## src/rtl/alu_pkg.sv

```systemverilog
// Shared definitions for the multi-cycle ALU: op codes, FSM states and the flag bundle.
package alu_pkg;

  localparam logic [3:0] ALU_ADD   = 4'b0000;
  localparam logic [3:0] ALU_SUB   = 4'b0001;
  localparam logic [3:0] ALU_AND   = 4'b0010;
  localparam logic [3:0] ALU_OR    = 4'b0011;
  localparam logic [3:0] ALU_XOR   = 4'b0100;
  localparam logic [3:0] ALU_SLT   = 4'b0101;
  localparam logic [3:0] ALU_SLTU  = 4'b0110;
  localparam logic [3:0] ALU_SLL   = 4'b0111;
  localparam logic [3:0] ALU_SRL   = 4'b1000;
  localparam logic [3:0] ALU_SRA   = 4'b1001;
  localparam logic [3:0] ALU_MUL   = 4'b1010;
  localparam logic [3:0] ALU_MULHU = 4'b1011;
  localparam logic [3:0] ALU_DIVU  = 4'b1100;
  localparam logic [3:0] ALU_REMU  = 4'b1101;

  typedef enum logic [1:0] {
    ST_IDLE,
    ST_MUL,
    ST_DIV,
    ST_DONE
  } alu_state_e;

  typedef struct packed {
    logic zero;
    logic negative;
    logic overflow;
    logic carry;
  } alu_flags_t;

  function automatic logic is_iter_op(input logic [3:0] op);
    return (op == ALU_MUL) || (op == ALU_MULHU) || (op == ALU_DIVU) || (op == ALU_REMU);
  endfunction

  function automatic logic is_div_op(input logic [3:0] op);
    return (op == ALU_DIVU) || (op == ALU_REMU);
  endfunction

endpackage

```

## src/rtl/alu_muldiv_iter.sv

```systemverilog
// Iterative unsigned multiply (shift-add) and restoring divide, one bit per cycle.
// lo_o holds the low product / quotient, hi_o the high product / remainder.
module alu_muldiv_iter
  import alu_pkg::*;
#(
  parameter int WIDTH = 32
) (
  input  logic             clk,
  input  logic             rst,
  input  logic             start_i,
  input  logic             div_i,
  input  logic [WIDTH-1:0] a_i,
  input  logic [WIDTH-1:0] b_i,
  output logic             done_o,
  output logic [WIDTH-1:0] lo_o,
  output logic [WIDTH-1:0] hi_o
);

  localparam int CNTW = $clog2(WIDTH);

  logic [2*WIDTH-1:0] accQ, accD;
  logic [WIDTH-1:0]   opndQ;
  logic [CNTW-1:0]    cntQ;
  logic               divQ, runQ, doneQ;

  logic [WIDTH:0]     mulSum;
  logic [WIDTH:0]     divTry;
  logic [WIDTH-1:0]   divDiff;

  // Both algorithms keep the live operand in acc's low half and the partial
  // result (product high / remainder) in its high half.
  always_comb begin
    mulSum  = {1'b0, accQ[2*WIDTH-1:WIDTH]} + (accQ[0] ? {1'b0, opndQ} : '0);
    divTry  = {accQ[2*WIDTH-1:WIDTH], accQ[WIDTH-1]};
    divDiff = divTry[WIDTH-1:0] - opndQ;
    accD    = accQ;
    if (divQ) begin
      if (divTry >= {1'b0, opndQ}) begin
        accD = {divDiff, accQ[WIDTH-2:0], 1'b1};
      end else begin
        accD = {divTry[WIDTH-1:0], accQ[WIDTH-2:0], 1'b0};
      end
    end else begin
      accD = {mulSum, accQ[WIDTH-1:1]};
    end
  end

  always_ff @(posedge clk) begin
    if (rst) begin
      accQ  <= '0;
      opndQ <= '0;
      cntQ  <= '0;
      divQ  <= 1'b0;
      runQ  <= 1'b0;
      doneQ <= 1'b0;
    end else begin
      doneQ <= 1'b0;
      if (start_i) begin
        accQ  <= {{WIDTH{1'b0}}, a_i};
        opndQ <= b_i;
        cntQ  <= '0;
        divQ  <= div_i;
        runQ  <= 1'b1;
      end else if (runQ) begin
        accQ <= accD;
        cntQ <= cntQ + 1'b1;
        if (cntQ == CNTW'(WIDTH - 1)) begin
          runQ  <= 1'b0;
          doneQ <= 1'b1;
        end
      end
    end
  end

  assign done_o = doneQ;
  assign lo_o   = accQ[WIDTH-1:0];
  assign hi_o   = accQ[2*WIDTH-1:WIDTH];

endmodule

```

## src/rtl/alu_mc_pipe.sv

```systemverilog
// Multi-cycle ALU with valid/ready handshake: single-cycle ops complete in one
// cycle, multiply/divide run through alu_muldiv_iter and take WIDTH+2 cycles.
module alu_mc_pipe
  import alu_pkg::*;
#(
  parameter int WIDTH = 32,
  parameter int CW    = 4
) (
  input  logic             clk,
  input  logic             rst,
  input  logic             in_valid,
  output logic             in_ready,
  input  logic [WIDTH-1:0] a,
  input  logic [WIDTH-1:0] b,
  input  logic [CW-1:0]    alu_control,
  output logic             out_valid,
  input  logic             out_ready,
  output logic [WIDTH-1:0] result,
  output logic             zero,
  output logic             negative,
  output logic             overflow,
  output logic             carry,
  output logic             busy
);

  localparam int SHW = $clog2(WIDTH);

  alu_state_e       stateQ, stateD;
  logic [WIDTH-1:0] resultQ, resultD;
  alu_flags_t       flagsQ, flagsD;
  logic             outValidQ, outValidD;
  logic [3:0]       opQ;

  logic [3:0]       opCode;
  logic             accept, iterStart, iterDone;
  logic [WIDTH-1:0] iterLo, iterHi, iterRes;
  logic             isSub, isAddSub, cout, addOvf;
  logic [WIDTH-1:0] addB, sum, aluRes;
  logic [SHW-1:0]   shamt;
  alu_flags_t       aluFlags, iterFlags;

  assign opCode    = alu_control[3:0];
  assign shamt     = b[SHW-1:0];
  assign in_ready  = (stateQ == ST_IDLE) && (!outValidQ || out_ready) && !rst;
  assign accept    = in_valid && in_ready;
  assign iterStart = accept && is_iter_op(opCode);

  alu_muldiv_iter #(.WIDTH(WIDTH)) u_iter (
    .clk    (clk),
    .rst    (rst),
    .start_i(iterStart),
    .div_i  (is_div_op(opCode)),
    .a_i    (a),
    .b_i    (b),
    .done_o (iterDone),
    .lo_o   (iterLo),
    .hi_o   (iterHi)
  );

  // Sub reuses the adder: A + ~B + 1, so carry out means "no borrow".
  assign isSub    = (opCode == ALU_SUB);
  assign isAddSub = (opCode == ALU_ADD) || isSub;
  assign addB     = isSub ? ~b : b;
  assign {cout, sum} = {1'b0, a} + {1'b0, addB} + {{WIDTH{1'b0}}, isSub};
  assign addOvf   = ~(a[WIDTH-1] ^ b[WIDTH-1] ^ isSub) & (a[WIDTH-1] ^ sum[WIDTH-1]);

  always_comb begin
    aluRes = '0;
    case (opCode)
      ALU_ADD, ALU_SUB: aluRes = sum;
      ALU_AND:          aluRes = a & b;
      ALU_OR:           aluRes = a | b;
      ALU_XOR:          aluRes = a ^ b;
      ALU_SLT:          aluRes = {{(WIDTH-1){1'b0}}, $signed(a) < $signed(b)};
      ALU_SLTU:         aluRes = {{(WIDTH-1){1'b0}}, a < b};
      ALU_SLL:          aluRes = a << shamt;
      ALU_SRL:          aluRes = a >> shamt;
      ALU_SRA:          aluRes = $signed(a) >>> shamt;
      default:          aluRes = '0;
    endcase
    aluFlags.zero     = (aluRes == '0);
    aluFlags.negative = aluRes[WIDTH-1];
    aluFlags.overflow = isAddSub & addOvf;
    aluFlags.carry    = isAddSub & cout;
  end

  always_comb begin
    iterRes = ((opQ == ALU_MUL) || (opQ == ALU_DIVU)) ? iterLo : iterHi;
    iterFlags.zero     = (iterRes == '0);
    iterFlags.negative = iterRes[WIDTH-1];
    iterFlags.overflow = 1'b0;
    iterFlags.carry    = 1'b0;
  end

  // DONE waits for a free output slot so a stalled result is never overwritten.
  always_comb begin
    stateD    = stateQ;
    resultD   = resultQ;
    flagsD    = flagsQ;
    outValidD = outValidQ;
    if (outValidQ && out_ready) begin
      outValidD = 1'b0;
    end
    case (stateQ)
      ST_IDLE: begin
        if (accept) begin
          if (is_iter_op(opCode)) begin
            stateD = is_div_op(opCode) ? ST_DIV : ST_MUL;
          end else begin
            resultD   = aluRes;
            flagsD    = aluFlags;
            outValidD = 1'b1;
          end
        end
      end
      ST_MUL, ST_DIV: begin
        if (iterDone) begin
          stateD = ST_DONE;
        end
      end
      ST_DONE: begin
        if (!outValidQ || out_ready) begin
          resultD   = iterRes;
          flagsD    = iterFlags;
          outValidD = 1'b1;
          stateD    = ST_IDLE;
        end
      end
      default: stateD = ST_IDLE;
    endcase
  end

  always_ff @(posedge clk) begin
    if (rst) begin
      stateQ    <= ST_IDLE;
      resultQ   <= '0;
      flagsQ    <= '0;
      outValidQ <= 1'b0;
      opQ       <= '0;
    end else begin
      stateQ    <= stateD;
      resultQ   <= resultD;
      flagsQ    <= flagsD;
      outValidQ <= outValidD;
      if (iterStart) begin
        opQ <= opCode;
      end
    end
  end

  assign out_valid = outValidQ;
  assign result    = resultQ;
  assign zero      = flagsQ.zero;
  assign negative  = flagsQ.negative;
  assign overflow  = flagsQ.overflow;
  assign carry     = flagsQ.carry;
  assign busy      = (stateQ != ST_IDLE);

endmodule

```

## config.mk

```make
export PLATFORM = sky130hd
export DESIGN_NAME = alu_mc_pipe
export DESIGN_NICKNAME = d
export VERILOG_FILES = /design/src/rtl/alu_pkg.sv /design/src/rtl/alu_muldiv_iter.sv /design/src/rtl/alu_mc_pipe.sv
export SDC_FILE = /design/constraint.sdc
export NUM_CORES = 1
export LEC_CHECK = 0
export CORE_MARGIN = 2
export CORE_UTILIZATION = 40
export DETAILED_ROUTE_END_ITERATION = 12
export MAX_ROUTING_LAYER = met4
export PLACE_DENSITY = 0.56
export SYNTH_ARGS = -nofsm -noshare
export SYNTH_HDL_FRONTEND = slang
export SYNTH_SLANG_ARGS = --single-unit
```

## constraint.sdc

```tcl
create_clock -name clk -period 15.3 [get_ports clk]
set_input_delay 3.06 -clock clk [delete_from_list [all_inputs] [get_ports clk]]
set_output_delay 3.06 -clock clk [all_outputs]
set_load 0.02 [all_outputs]
```

Word-level counts from Yosys, hierarchy flattened
Index checks and enable logic that the tools add are counted.
- add/subtract/negate cells: 5
- multiply operators: 0
- div/mod/pow operators: 0
- $lt $le $gt $ge: 3
- eq/ne operators: 24
- shift-type cells: 3
- muxes and demuxes: 31
- bitwise gates (word level): 12
- reduce and logical (&&, ||, !) cells: 27
- operator list (kind ; count):
    case mux 32 bit (9 select lines) ; 1
    2-to-1 mux 32 bit ; 8
    2-to-1 mux 64 bit ; 2
    adder 32 x 32 -> 33 bit ; 2
    logical NOT 32 bit ; 2
    less-than comparator 32 bit ; 2
    case mux 32 bit (2 select lines) ; 1
    adder 33 x 1 -> 33 bit ; 1
    greater-or-equal comparator 33 x 32 -> 1 bit ; 1
    bitwise AND 32 bit ; 1
    equality test 4 bit, second input constant ; 8
    NOT 32 bit ; 1
    OR 32 bit ; 1
    left shift 32 x 5 -> 32 bit ; 1
    right shift 32 x 5 -> 32 bit ; 1
    >>> shifter 32 x 5 -> 32 bit ; 1
    subtractor 32 bit ; 1
    bitwise XOR 32 bit ; 1
    equality test 4 x 3 -> 1 bit, second input constant ; 4
    2-to-1 mux 4 bit ; 3
    2-to-1 mux 2 bit ; 5
    equality test 4 x 2 -> 1 bit, second input constant ; 2
    2-to-1 mux 1 bit ; 8
    case mux 4 bit (2 select lines) ; 1
    other kinds (21) ; 46
- flip-flop bits (word level): 147
- latch bits: 0
- memory bits (writable): 0
- memory bits (read-only): 0
- input port bits: 72
- logic and storage cells: 120
- memories kept: 0

Logic depth before layout (Yosys ltp)
Gate-level depths: netlist (run 1).
- depth in word-level cells: 10
- gate-level depth with buffers: 19

Cells and area by module
A second synthesis (run 1) with hierarchy kept.
- cells, all modules: 2703
- area, all modules: 20619.8 um2
- modules (own cells, without submodules) (module ; times used ; cells an instance ; area each (um2) ; sequential area each (um2)):
    alu_mc_pipe ; 1 ; 1597 ; 12179.2 ; 840.8
    alu_muldiv_iter ; 1 ; 1106 ; 8440.6 ; 2082.0

Worst setup path after synthesis (run 1)
No wires, ideal clock.
- path type: input port to flip-flop
- start: input port b[0]
- end: register flagsQ (netlist bit zero)
- data arrival time: 7.410 ns
- data required time: 15.241 ns
- slack: 7.831 ns
- stages on the path: 19
- buffers on the path: 5
- cells stage by stage: buf_4 > inv_1 > buf_1 > buf_2 > buf_2 > buf_1 > mux2i_1 > fa_1 > nand2b_1 > a21oi_1 > a21oi_1 > o21ai_0 > or4_1 > nand3b_4 > or4_1 > nor4_1 > nand4_1 > nor4b_2 > a31o_1
- cells in the longest elaborated chain, start to end: 9
- elaborated cells on any way between the ends: 17
- those cells by class: add/sub (2); order compare (2); shift (3); mux (5); bitwise (4); reduce/logical (1)
- ends and longest elaborated chain (what ; RTL line ; RTL):
    start, declared ; alu_mc_pipe.sv:14 ; input logic [WIDTH-1:0] b,
    NOT 32 bit ; alu_mc_pipe.sv:63 ; assign addB = isSub ? ~b : b;
    2-to-1 mux 32 bit ; alu_mc_pipe.sv:63 ;
    adder 32 x 32 -> 33 bit ; alu_mc_pipe.sv:64 ; assign {cout, sum} = {1'b0, a} + {1'b0, addB} + {{WIDTH{1'b0}}, isSub};
    adder 33 x 1 -> 33 bit ; alu_mc_pipe.sv:64 ;
    case mux 32 bit (9 select lines) * ; alu_mc_pipe.sv:69 ; case (opCode)
    logical NOT 32 bit * ; alu_mc_pipe.sv:81 ; aluFlags.zero = (aluRes == '0);
    2-to-1 mux 4 bit * ; alu_mc_pipe.sv:107 ; if (is_iter_op(opCode)) begin
    2-to-1 mux 4 bit * ; alu_mc_pipe.sv:106 ; if (accept) begin
    case mux 4 bit (2 select lines) * ; alu_mc_pipe.sv:104 ; case (stateQ)
    end signal, assigned ; alu_mc_pipe.sv:143 ; flagsQ <= flagsD;
    end, declared ; alu_mc_pipe.sv:30 ; alu_flags_t flagsQ, flagsD;
Every way passes the cells marked *; elsewhere a longest branch is shown, timed or not. The select of a mux whose other input is x is not followed.
A chain may end at the register's enable or synchronous reset.

Worst setup path in the final report (run 1)
- start: input port alu_control[1]
- end: register flagsQ (netlist bit zero)
- cells in the longest elaborated chain, start to end: 9
- elaborated cells on any way between the ends: 28
- those cells by class: add/sub (2); eq/ne (14); mux (5); reduce/logical (7)
- ends and longest elaborated chain (what ; RTL line ; RTL):
    start, declared ; alu_mc_pipe.sv:15 ; input logic [CW-1:0] alu_control,
    equality test 4 x 1 -> 1 bit ; alu_mc_pipe.sv:61, alu_mc_pipe.sv:69 ;
    2-to-1 mux 32 bit ; alu_mc_pipe.sv:63 ;
    adder 32 x 32 -> 33 bit ; alu_mc_pipe.sv:64 ;
    adder 33 x 1 -> 33 bit ; alu_mc_pipe.sv:64 ;
    case mux 32 bit (9 select lines) ; alu_mc_pipe.sv:69 ;
    logical NOT 32 bit ; alu_mc_pipe.sv:81 ;
    2-to-1 mux 4 bit ; alu_mc_pipe.sv:107 ;
    2-to-1 mux 4 bit ; alu_mc_pipe.sv:106 ;
    case mux 4 bit (2 select lines) ; alu_mc_pipe.sv:104 ;
Parallel ways exist; a longest one is shown, timed or not. The select of a mux whose other input is x is not followed.

==> results of run 1 <==
layout by cell type (no fill, tap or decap), types with 8 or more instances in the layout:
| cell type | synthesis | routed |
|---|---|---|
| o22ai_1 | 11 | 11 |
| o21a_1 | 14 | 14 |
| a21o_1 | 34 | 34 |
| and2_1 | 45 | 45 |
| o31ai_1 | 15 | 15 |
| dfxtp_1 | 146 | 144 |
| mux2_2 | 19 | 19 |
| xnor2_1 | 67 | 67 |
| xor2_1 | 28 | 28 |
| mux4_2 | 53 | 53 |
| o211ai_1 | 101 | 101 |
| inv_1 | 143 | 143 |
| a21boi_0 | 8 | 8 |
| o21ai_0 | 169 | 169 |
| nor2_1 | 182 | 180 |
| ha_1 | 196 | 195 |
| o21bai_1 | 10 | 10 |
| a211oi_1 | 50 | 50 |
| nor2b_1 | 23 | 23 |
| a21oi_1 | 269 | 268 |
| a22oi_1 | 20 | 20 |
| a211o_1 | 9 | 9 |
| a221oi_1 | 20 | 20 |
| clkdlybuf4s50_1 | 0 | 104 |
| clkbuf_16 | 0 | 17 |
| nor3_1 | 39 | 36 |
| mux2i_1 | 118 | 118 |
| nor4_1 | 20 | 20 |
| nand4_1 | 33 | 33 |
| and3_1 | 21 | 21 |
| buf_4 | 9 | 57 |
| nand2b_1 | 32 | 32 |
| nand2_1 | 355 | 355 |
| nand3_1 | 46 | 45 |
| a31oi_1 | 25 | 25 |
stage by stage:
step / total power, mW / instances
after global placement: 1.11 / 3227
after CTS: 1.57 / 3259
after global routing: 1.64 / 3259
after detailed placement: 1.11 / 3227
final: 1.58 / 3259
after floorplan: 0.864 / 2655
registers in the layout, summed over array words and instances, names as in the netlist, 2 cells and up:
name / count
result: 32
opQ: 4
u_iter.opndQ: 32
u_iter.accQ: 64
u_iter.cntQ: 5
stateQ: 2
layout make-up:
type | instances | area (µm²)
clock buffers | 18 | 439
well taps | 615 | 769
multi-input cells | 2159 | 15300
flip-flops and latches | 146 | 2930
inverters | 144 | 541
clock inverters | 14 | 194
repair buffers | 163 | 1480
fillers | 4892 | 26300
per-layer routing:
metal	global-route usage (%)	vias to the layer above	part of all wire [%]
li1	-	9634	-
met1	46.6	10200	41
met2	61.6	935	47
met3	2.88	217	6.0
met4	21.3	0	6.4
met5	-	-	0
critical path: cells and delay by family:
family,cells,cell delay (ns)
and+or+nand+nor,8,2.22
AOI/OAI and AO/OA,4,1.15
adders and majority gates,1,0.43
xor gates and xnor gates,1,0.21
buffers and inverters,3,1.54
kinds of logic (layout without fill, tap and decap cells):
logic type,Yosys count,in the layout,synth area share [%]
compound gates,831,831,27.0
xor+xnor,95,95,4.26
fa+ha+maj,199,199,12.9
buf+inv,350,339,7.10
flops,146,146,15.0
mux,195,195,13.9
simple gates,839,839,19.9
power by group:
part,switching [mW],total [mW],internal (mW)
clock network,0.194,0.461,0.267
logic,0.449,0.696,0.247
registers,0.0218,0.419,0.397
path summary, 6_finish.rpt:
kind,slack (ns),cells past startpoint,endpoint
setup / recovery,7.08,17,zero
hold / removal,0.45,2,result[21]
setup reg to reg,10.98,14,u_iter.accQ[61]
hold reg to reg,0.45,2,result[21]
==> results_dict.tcl, run 1 <==
set metrics [dict create \
    synth_top_area_cell "dfxtp_1" \
    numPortBuffers 110 \
    yosysWarnings 0 \
    syn_to_final_growth_pct 10.9 \
    dieArea_um2 50600 \
    seq_area_frac_synth_pct 15.0 \
    avgSynthCellArea_um2 7.36 \
    dr.pass1.iters 6 \
    grt_antenna_before_repair 0 \
    required_ns 15.70 \
    worst_slack_ns 7.08 \
    numCtsBuffers 17 \
    ir_drop_v 0.0000783 \
    async_reset_ff_share_pct 0 \
    place_congestion 1.06 \
    period_share_pct 53.7 \
    synth.cell_area_um2 19500 \
    cts-root-buf "clkbuf_16" \
    postLayoutCellArea_um2 21700 \
    criticalPathCategory "in2reg" \
    rows 80 \
    final-setup-viol-count 0 \
    hold_viol 0 \
    power_density_nw_per_um2 72.7 \
    cts.clk_slew.worst_paths_ns 0.06 \
    slew_violations 0 \
    startpoint_type "input port" \
    cts-resized-gates 0 \
    max_cap_violations 0 \
    slowest_delay_ns 0.91 \
    status "finished, final reports clean" \
    grt_usage_pct 37.9 \
    synth.top_cell.area_share_pct 15.0 \
    hpwlAfterDp_mm 73.0 \
    ctsHoldBuffers 0 \
    r2r-start "u_iter.accQ[0]" \
    min_period_ns 8.22 \
    syn_nets 2926 \
    clock-sinks 146 \
    fp.dieH_um 225 \
    whs_ns 0.454 \
    wl_per_cell_um 28.9 \
    ys.flop_type "dfxtp_1" \
    syn_inst 2655 \
    synth.most_common_cell "nand2_1" \
    gr-total-overflow 0 \
    worstSetupStartpoint "alu_control[1]" \
    worst_hold_startpoint "result[21]" \
    max_freq_ghz 0.122 \
    synth_edf_count 0 \
    drc 0 \
    synth.area.top_cells "dfxtp_1 15%, ha_1 13%, a21oi_1 6.9%, nand2_1 6.8%, mux4_2 6.1%" \
    cts_setup_buffers 0 \
    critPathArrivalTime_ns 8.62 \
    htreeDepth 4 \
    cp_slowest_cell "clkdlybuf4s50_1" \
    crit_path_end_kind "register" \
    postPlaceCellArea_um2 21000 \
    via_per_inst 6.43 \
    path_max_fanout 33 \
    worstMarginPinSlew_ns 1.15 \
    routed_wl_mm 94.2 \
    grt_pass1_wl_mm 137 \
    routed-via-count 21000 \
    clockBufferDepth 2 \
    pre_cts_slack_ns 6.71 \
    yosys-top-cells-count "355 x nand2_1, 269 x a21oi_1, 196 x ha_1, 182 x nor2_1, 169 x o21ai_0" \
    initial_core_util_pct 40.7 \
    io_pins 111 \
    slew_headroom_pct 23.0 \
    synth_seq_cells 146 \
    finalSetupTns_ns 0 \
    path_cells "clkdlybuf4s50_1, nor4b_4, buf_4, xnor2_1, inv_1, fa_1, nand2b_1, a21oi_1, a21oi_1, o21ai_0, or4_1, nand3b_4, or4_1, nor4_1, nand4_1, nor4b_2, a31o_1" \
    core-area_um2 47900 \
    grt_max_degree 91 \
    cts_tree "built" \
    first_global_vias 20100 \
    fin_skew_ns 0.0136 \
    die_w_um 225 \
    drive_gt1_share_pct 7.30 \
    n_antenna_cell 0 \
    hold_path.class "reg2reg" \
    drtIter0Drc 2344 \
    rsz0062_at_grt "false" \
    final_util_pct 45.2 \
    clock_latency_ns 0.46 \
    leakagePower_nw 8.64 \
    layout.nets 2902 \
    detail-route-antenna-nets 0 \
    synth_cell_type_count 83 \
]
No activity file was read; power rests on OpenSTA's default activity.
==> run 2, diff against run 1 <==
- clock period: 15.3 -> 7.9 ns (I/O delays scaled with it)
==> run 2 against run 1 <==
Against the previous run: global-route usage fell by 0.64 points; routed wire length fell by 0.94%; cell area rose by 0.42%; critical path depth did not move; sequential power rose by 94%; non-clock buffer count rose by 17; via count rose by 1.9%; die area did not move; utilization rose by 0.19 points; worst hold slack got worse by 0.0018 ns; combinational power rose by 95%; critical path type unchanged; critical endpoint unchanged; largest power group unchanged.
==> results_dict.tcl, run 2 (synthesis gave the netlist of run 1 again) <==
set metrics [dict create \
    status "finished, final reports clean" \
    final-setup-viol-count 0 \
    clock_latency_ns 0.46 \
    place_congestion 1.06 \
    switching_share_pct 42.8 \
    via_per_inst 6.52 \
    min_period_ns 6.41 \
    cp_top_family "simple AND/OR/NAND/NOR gates" \
    layout.nets 2919 \
    reg2reg_depth 15 \
    routed-via-count 21400 \
    hpwlAfterDp_mm 72.5 \
    path_max_fanout 22 \
    grt_pass1_wl_mm 135 \
    required_ns 8.30 \
    grt_usage_pct 37.2 \
    final_util_pct 45.4 \
    drive_gt1_share_pct 7.85 \
    numPortBuffers 110 \
    finalSetupTns_ns 0 \
    hold_path.class "reg2reg" \
    max_cap_violations 0 \
    cp_slowest_cell "nor4b_4" \
    htreeDepth 4 \
    pwr-share-seq_pct 27.0 \
    leakagePower_nw 8.70 \
    crit_buf_inv 3 \
    cp_num_cells 17 \
    period_share_pct 81.2 \
    gr-total-overflow 0 \
    mostFrequentLayoutCells "355 x nand2_1, 268 x a21oi_1, 195 x ha_1" \
    core-area_um2 47900 \
    startpoint_type "input port" \
    postPlaceCellArea_um2 21200 \
    rsz0062_at_grt "false" \
    drtIter0Drc 2340 \
    slew_violations 0 \
    max_freq_ghz 0.156 \
    clock-sinks 146 \
    die_w_um 225 \
    whs_ns 0.453 \
    p_clk_share_pct 28.0 \
    rows 80 \
    first_global_vias 20000 \
    cts-resized-gates 0 \
    cts_tree "built" \
    final_common_cell "nand2_1" \
    hold_viol 0 \
    numCtsBuffers 17 \
    criticalPathCategory "in2reg" \
    routed_wl_mm 93.3 \
    grt_antenna_before_repair 1 \
    ir_drop_v 0.000162 \
    dieArea_um2 50600 \
    slew_headroom_pct 26.2 \
    fp.dieH_um 225 \
    postLayoutCellArea_um2 21700 \
    grt_max_degree 100 \
    cts-root-buf "clkbuf_16" \
    clockBufferDepth 2 \
    regArea_um2 2930 \
    cts.clk_slew.worst_paths_ns 0.07 \
    crit_path_end_kind "register" \
    cts_setup_buffers 0 \
    critPathArrivalTime_ns 6.81 \
    path_cells "clkdlybuf4s50_1, buf_4, nor4b_4, buf_4, xnor2_1, ha_1, nand2b_1, a21oi_1, a21oi_1, o21ai_0, or4_1, nand3b_4, or4_1, nor4_1, nand4_1, nor4b_2, a31o_1" \
    dr.pass1.iters 7 \
    detail-route-antenna-nets 0 \
    fin_skew_ns 0.0137 \
    regMostFlops "u_iter.accQ" \
    internal-power_mw 1.72 \
    slowest_delay_ns 0.76 \
    multi_input_area_um2 15300 \
    initial_core_util_pct 40.7 \
    drc 0 \
    holdPathStages 2 \
    ctsHoldBuffers 0 \
    worstMarginPinSlew_ns 1.11 \
    switchingPower_mw 1.29 \
    io_pins 111 \
    largest_reg_flops 64 \
    wl_per_cell_um 28.5 \
    pwr-share-comb_pct 45.0 \
    fillers 4895 \
    power_density_nw_per_um2 139 \
    syn_to_final_growth_pct 11.3 \
]
run 2: worst paths after layout:
path / start / slack, ns / endpoint
max: alu_control[1] / 1.49 / zero
min: opQ[0] / 0.45 / opQ[0]
max reg2reg: u_iter.opndQ[0] / 3.25 / u_iter.accQ[61]
min reg2reg: opQ[0] / 0.45 / opQ[0]
run 2: power groups by stage:
stage	Combinational (mW)	Sequential, mW	Clock, mW
3_3_place_gp	1.32	0.828	0
2_1_floorplan	0.856	0.817	0
5_1_grt	1.44	0.816	0.889
6_report	1.36	0.813	0.844
3_5_place_dp	1.32	0.829	0
4_1_cts	1.32	0.812	0.852
run 2: through the flow:
| step | setup WS, ns | instances | total power, mW |
|---|---|---|---|
| floorplan | 1.91 | 2655 | 1.67 |
| global placement | 1.17 | 3244 | 2.14 |
| detailed placement | 1.06 | 3244 | 2.14 |
| CTS | 1.51 | 3276 | 2.99 |
| global route | 1.21 | 3277 | 3.15 |
| finish | 1.49 | 3277 | 3.01 |
run 2: final cells by class:
type,instances,area share [%]
antenna,1,0.0115
clock buffer,20,2.15
clock inverter,12,0.564
inverter,144,2.49
multi-input combinational,2159,70.3
sequential,146,13.5
tap,615,3.54
timing repair buffer,180,7.44
run 2: layer usage:
metal  track usage [%]  up-vias  wire (µm)
li1                  -     9668          -
met1              45.7    10400      38100
met2              59.7     1070      42900
met3              4.99      230       6730
met4              19.5        0       5660
met5                 -        -          0
run 2: worst register-to-register path: stages, from the launching register on:
cell	delay [ns]
dfxtp_1	0.41
and2_1	0.16
ha_1	0.20
inv_1	0.07
fa_1	0.40
nor2b_1	0.17
o21ai_0	0.13
a21boi_0	0.53
o21ai_0	0.35
a31oi_1	0.61
a21oi_1	0.26
o21ai_0	0.48
o31ai_1	0.22
o21ba_2	0.24
xor2_1	0.13
a211oi_1	0.21
